==> src/rtl/mwr_pkg.sv <==
// Shared definitions for the byte-serialising store controller:
// FSM state encoding, store size codes and the final-byte index helper.
package mwr_pkg;

  typedef enum logic {
    IDLE = 1'b0,
    SEND = 1'b1
  } state_t;

  localparam logic [1:0] SZ_BYTE = 2'd0;
  localparam logic [1:0] SZ_HALF = 2'd1;
  localparam logic [1:0] SZ_WORD = 2'd2;

  // Index of the last byte sent for a given store size; code 3 is a word.
  function automatic logic [1:0] last_idx(input logic [1:0] size);
    case (size)
      SZ_BYTE: last_idx = 2'd0;
      SZ_HALF: last_idx = 2'd1;
      default: last_idx = 2'd3;
    endcase
  endfunction

endpackage

==> src/rtl/mem_word_writer.sv <==
// mem_word_writer: serialises one 32-bit store onto an 8-bit memory bus,
// most-significant byte at the lowest address, one byte per cycle.
// Optional macro MWR_SIZE_EN adds the size_i port for byte/half/word stores;
// without it every request is a 4-byte word store.
// All outputs are registered: the controller computes the next bus value in
// the same cycle it decides the next state, so byte 0 appears in the cycle
// right after the request is accepted.
module mem_word_writer
  import mwr_pkg::*;
#(
  parameter int ADDR_W = 32
) (
  input  logic              clk,
  input  logic              rst,
  input  logic              req_i,
  input  logic [ADDR_W-1:0] addr_i,
  input  logic [31:0]       data_i,
`ifdef MWR_SIZE_EN
  input  logic [1:0]        size_i,
`endif
  output logic              ready_o,
  output logic              done_o,
  output logic [ADDR_W-1:0] mem_a_o,
  output logic [7:0]        mem_dout_o,
  output logic              mem_wr_o
);

  state_t            state, nxt_state;
  logic [1:0]        cnt, nxt_cnt;
  logic              nxt_ready, nxt_done, nxt_wr;
  logic [ADDR_W-1:0] nxt_a;
  logic [7:0]        nxt_dout;
  logic              load;

  // Latched request (data path, not reset)
  logic [ADDR_W-1:0] base_q;
  logic [31:0]       data_q;
  logic [1:0]        size_q;
  logic [1:0]        size_in;

  // Byte-mux operands: the incoming request when idle, the latched one when sending
  logic [31:0]       sel_data;
  logic [1:0]        sel_size;
  logic [1:0]        sel_cnt;
  logic [7:0]        sel_byte;

`ifdef MWR_SIZE_EN
  assign size_in = size_i;
`else
  assign size_in = SZ_WORD;
`endif

  // Choose which request and which byte index feed the next bus value
  always_comb begin
    sel_data = data_q;
    sel_size = size_q;
    sel_cnt  = cnt + 2'd1;
    if (state == IDLE) begin
      sel_data = data_i;
      sel_size = size_in;
      sel_cnt  = 2'd0;
    end
  end

  // Byte mux: MSB-first within the stored width
  always_comb begin
    sel_byte = sel_data[7:0];
    case (sel_size)
      SZ_BYTE: sel_byte = sel_data[7:0];
      SZ_HALF: sel_byte = sel_cnt[0] ? sel_data[7:0] : sel_data[15:8];
      default: begin
        case (sel_cnt)
          2'd0:    sel_byte = sel_data[31:24];
          2'd1:    sel_byte = sel_data[23:16];
          2'd2:    sel_byte = sel_data[15:8];
          default: sel_byte = sel_data[7:0];
        endcase
      end
    endcase
  end

  // Next-state and next-output logic; done_o defaults low so it only pulses
  always_comb begin
    nxt_state = state;
    nxt_cnt   = cnt;
    nxt_ready = ready_o;
    nxt_done  = 1'b0;
    nxt_wr    = mem_wr_o;
    nxt_a     = mem_a_o;
    nxt_dout  = mem_dout_o;
    load      = 1'b0;
    case (state)
      IDLE: begin
        if (req_i) begin
          load      = 1'b1;
          nxt_state = SEND;
          nxt_cnt   = 2'd0;
          nxt_ready = 1'b0;
          nxt_wr    = 1'b1;
          nxt_a     = addr_i;
          nxt_dout  = sel_byte;
        end
      end
      SEND: begin
        if (cnt == last_idx(size_q)) begin
          nxt_state = IDLE;
          nxt_ready = 1'b1;
          nxt_done  = 1'b1;
          nxt_wr    = 1'b0;
        end else begin
          nxt_cnt  = sel_cnt;
          nxt_a    = base_q + ADDR_W'(sel_cnt);
          nxt_dout = sel_byte;
        end
      end
      default: nxt_state = IDLE;
    endcase
  end

  // Control and bus registers; reset aborts any transfer in flight
  always_ff @(posedge clk) begin
    if (rst) begin
      state      <= IDLE;
      cnt        <= 2'd0;
      ready_o    <= 1'b1;
      done_o     <= 1'b0;
      mem_wr_o   <= 1'b0;
      mem_a_o    <= '0;
      mem_dout_o <= 8'd0;
    end else begin
      state      <= nxt_state;
      cnt        <= nxt_cnt;
      ready_o    <= nxt_ready;
      done_o     <= nxt_done;
      mem_wr_o   <= nxt_wr;
      mem_a_o    <= nxt_a;
      mem_dout_o <= nxt_dout;
    end
  end

  // Capture the request when it is accepted
  always_ff @(posedge clk) begin
    if (load) begin
      base_q <= addr_i;
      data_q <= data_i;
      size_q <= size_in;
    end
  end

endmodule

==> config.mk <==
export PLATFORM = sky130hd
export DESIGN_NAME = mem_word_writer
export DESIGN_NICKNAME = d
export VERILOG_FILES = /design/src/rtl/mwr_pkg.sv /design/src/rtl/mem_word_writer.sv
export SDC_FILE = /design/constraint.sdc
export NUM_CORES = 1
export LEC_CHECK = 0
export CORE_MARGIN = 2
export CORE_UTILIZATION = 30
export CTS_BUF_LIST = sky130_fd_sc_hd__clkbuf_16
export CTS_CLUSTER_DIAMETER = 100
export DETAILED_ROUTE_END_ITERATION = 10
export GPL_TIMING_DRIVEN = 0
export MAX_ROUTING_LAYER = met4
export PLACE_DENSITY = 0.64
export RECOVER_POWER = 25
export SKIP_CTS_REPAIR_TIMING = 1
export SLEW_MARGIN = 0
export SYNTH_ARGS = -nofsm -noshare
export SYNTH_HDL_FRONTEND = slang
export SYNTH_SLANG_ARGS = --single-unit
==> constraint.sdc <==
create_clock -name clk -period 6.9 [get_ports clk]
set_input_delay 1.035 -clock clk [delete_from_list [all_inputs] [get_ports clk]]
set_output_delay 1.035 -clock clk [all_outputs]
set_load 0.1 [all_outputs]
==> metrics.txt <==
die height 131.4 um; clock root buffer clkbuf_16; pin count of the biggest net entering global routing 38; final-report hold violation count 0; placer congestion estimate 0.8674; worst reg2reg path endpoint mem_a_o[26]; Rel. slew slack 0.2953; setup_tns 0 ns; Synth area leader edfxtp_1; vias in the first global route 3,982; Arr. time, crit path 3.41 ns; final instance area 6535 sq um; DRC Markers 0; vias 3,816; crit path cell chain buf_2 > clkbuf_1 > nor2b_1 > ha_1 > ha_1 > a31oi_2 > nor3_2 > buf_6 > nand4_1 > xor2_1 > o22ai_1; CP endpoint kind flip-flop; pwr/cell area 259.5 nW/um^2; Post-DP Area 6252 sq um; layout cell share with drive strength beyond 1 0.1034; vias per cell 5.074; Clock Tree Buf Depth 2; Cell variety after synth 56; period utilisation layout 0.4622; Worst path max stage delay 0.47 ns; total gr overflow 0; Post-Syn Area 4870 sq um; CTS H-tree lvls 3; origin of the critical flop-to-flop path state; busiest layer in global routing met2; Place WS 3.375 ns; Port Buffers 109; Worst Reg-to-Reg Cells 11; Setup crit end mem_a_o[26]; total track usage 0.1681; io pins 110; critical path's slowest cell clkbuf_1; Most used DFF post-synth edfxtp_1; Worst Skew 0.008995 ns; setup ws final 3.711 ns; Area contributors post-synth edfxtp_1, dfxtp_1, mux4_2; global-route wire length before repair 21,530 um; DRT iter0 DRCs 263; Die X 131.4 um; Slew Limit Fails 0; ys async rst share 0; CTS Sinks 110; detailed-route wire length per cell 18.54 um; first drt pass iteration count 5; clock slew at reported path FFs 0.08 ns; layout net count 597; core area 15,890 sq um; Net Count, Synth 476; EDFF count, synth 64; total CTS buffers 9; initial antenna violation count 4; Crit path top cell by count ha_1; critical path startpoint category flip-flop; met2 usage 0.2720; Design Power 1.696 mW; Register-to-Register Setup Slack 3.71 ns; CTS tree built; endpoints failing setup 0; num rows 46; status complete, no violations; Starting Density 0.3066; met3 Use GR 0.07215; Fmax 313.5 MHz; post-route antenna net violation count 0; RSZ-0062 raised after global routing no; max-cap viol count 0; crit path from state; YS warnings 0; syn avg cell area 11.99 sq um; fill cell count 1,539; Die ar. 17,270 sq um; later-pin clock latency in the skew report 0.36 ns; Seq/Total Area, Yosys 0.5838; peak supply drop 158.9 uV; Worst Path Class, Setup flip-flop to flip-flop; Worst EP required 7.12 ns; crit-path max FO 10; DPL Wire Length 10,000 um; drt total wl 13,940 um; area grow syn2layout 34.20%; min cycle time layout 3.189 ns; Synth top area share 0.3947; Hold Path Class flip-flop to flip-flop; Pleak 2.253 nW; met1 Resource Use GR 0.1920; Mapped Cells 406; synthesis-stage register bit count 110; Tightest Pin Transition 1.054 ns; WHS 0.4555 ns
==> through the flow <==
stage	cells	utilization
after floorplan	406	-
after global placement	731	0.3923
after detailed placement	732	0.3936
after CTS	748	0.4108
after global routing	752	0.4114
final	752	0.4114
==> synth_stat cells (all sizes together), types with 4 or more instances <==
cell type	count
nor3	8
mux2i	15
clkbuf	10
buf	16
xnor2	10
nand4	11
nand3	14
a21oi	14
dfxtp	46
and2	4
o22ai	9
a31oi	12
o21ai	7
a211o	5
and3	6
a22oi	10
mux4	8
nor2	26
edfxtp	64
a211oi	15
nand2	39
inv	8
xor2	12
==> area by class of cell <==
cell class              count  area, sq um  area share
flip-flops and latches    110         2843      0.4350
multi-input cells         262         1863      0.2851
repair buffers            110         1111      0.1700
well taps                 216        270.3     0.04136
clock buffers               9        225.2     0.03446
plain buffers              26        135.1     0.02068
clock inverters             7        47.55    0.007276
inverters                   8        30.03    0.004595
diodes                      4        10.01    0.001532
==> worst max-delay path: cells and delay by family, from the launching register on <==
| family | cells | cell delay (ns) |
|---|---|---|
| AO/OA/AOI/OAI | 2 | 0.19 |
| XOR/XNOR | 1 | 0.19 |
| adder cells (fa/ha/maj) | 2 | 0.48 |
| buffers and inverters | 3 | 0.98 |
| flip-flops | 1 | 0.45 |
| AND/OR/NAND/NOR | 3 | 0.75 |
==> cells by family after synthesis <==
logic type               Yosys count  share of synthesized area
flip-flops                       110                     0.5838
multiplexers                      23                    0.06783
adder cells (fa/ha/maj)            3                   0.007709
XOR/XNOR                          22                    0.03957
AND/OR/NAND/NOR                  123                     0.1280
buffers and inverters             34                    0.03366
AO/OA/AOI/OAI                     91                     0.1395
==> cells in the final DEF (no fill, tap or decap), types with 4 or more instances in the layout <==
master            n
a211o_1           5
nand2_1          38
and3_1            5
nand3_1          11
buf_2             9
o21ai_0           5
nor2_1           25
xnor2_1          10
edfxtp_1         64
a22oi_1          10
o22ai_1           9
mux2i_1          15
nand4_1          11
inv_1             8
clkbuf_16         9
dfxtp_1          46
mux4_2            8
xor2_1           12
nor3_1            6
and2_1            4
diode_2           4
a21oi_1          14
clkbuf_1         10
a211oi_1         12
clkdlybuf4s50_1  55
dlygate4sd3_1    54
a31oi_1          11
==> sequential cells by signal, summed over array words and instances (netlist names) <==
register / count
base_q: 32
mem_a_o: 32
mem_dout_o: 8
mem_wr_o: 1
done_o: 1
data_q: 32
state: 1
cnt: 2
ready_o: 1
==> power breakdown <==
part,switching [mW],internal (mW)
sequential,0.0323,0.749
clock,0.248,0.247
combinational,0.294,0.125
==> routing by layer <==
layer	vias up	part of all wire	routed length [um]
met4	0	0.013	186
met5	-	0	0
li1	1791	-	-
met3	18	0.10	1389
met1	1826	0.40	5631
met2	181	0.48	6733
==> worst min path at each step <==
stage          startpoint    endpoint  slack, ns  cells after the start
3_3_place_gp   mem_a_o[4]  mem_a_o[4]       0.45                      2
6_report       mem_a_o[4]  mem_a_o[4]       0.46                      2
3_5_place_dp   mem_a_o[4]  mem_a_o[4]       0.45                      2
5_1_grt        mem_a_o[4]  mem_a_o[4]       0.50                      2
2_1_floorplan      cnt[1]      cnt[1]       0.46                      2
4_1_cts        mem_a_o[4]  mem_a_o[4]       0.46                      2
Note: power is estimated with default switching activity, not from simulation.
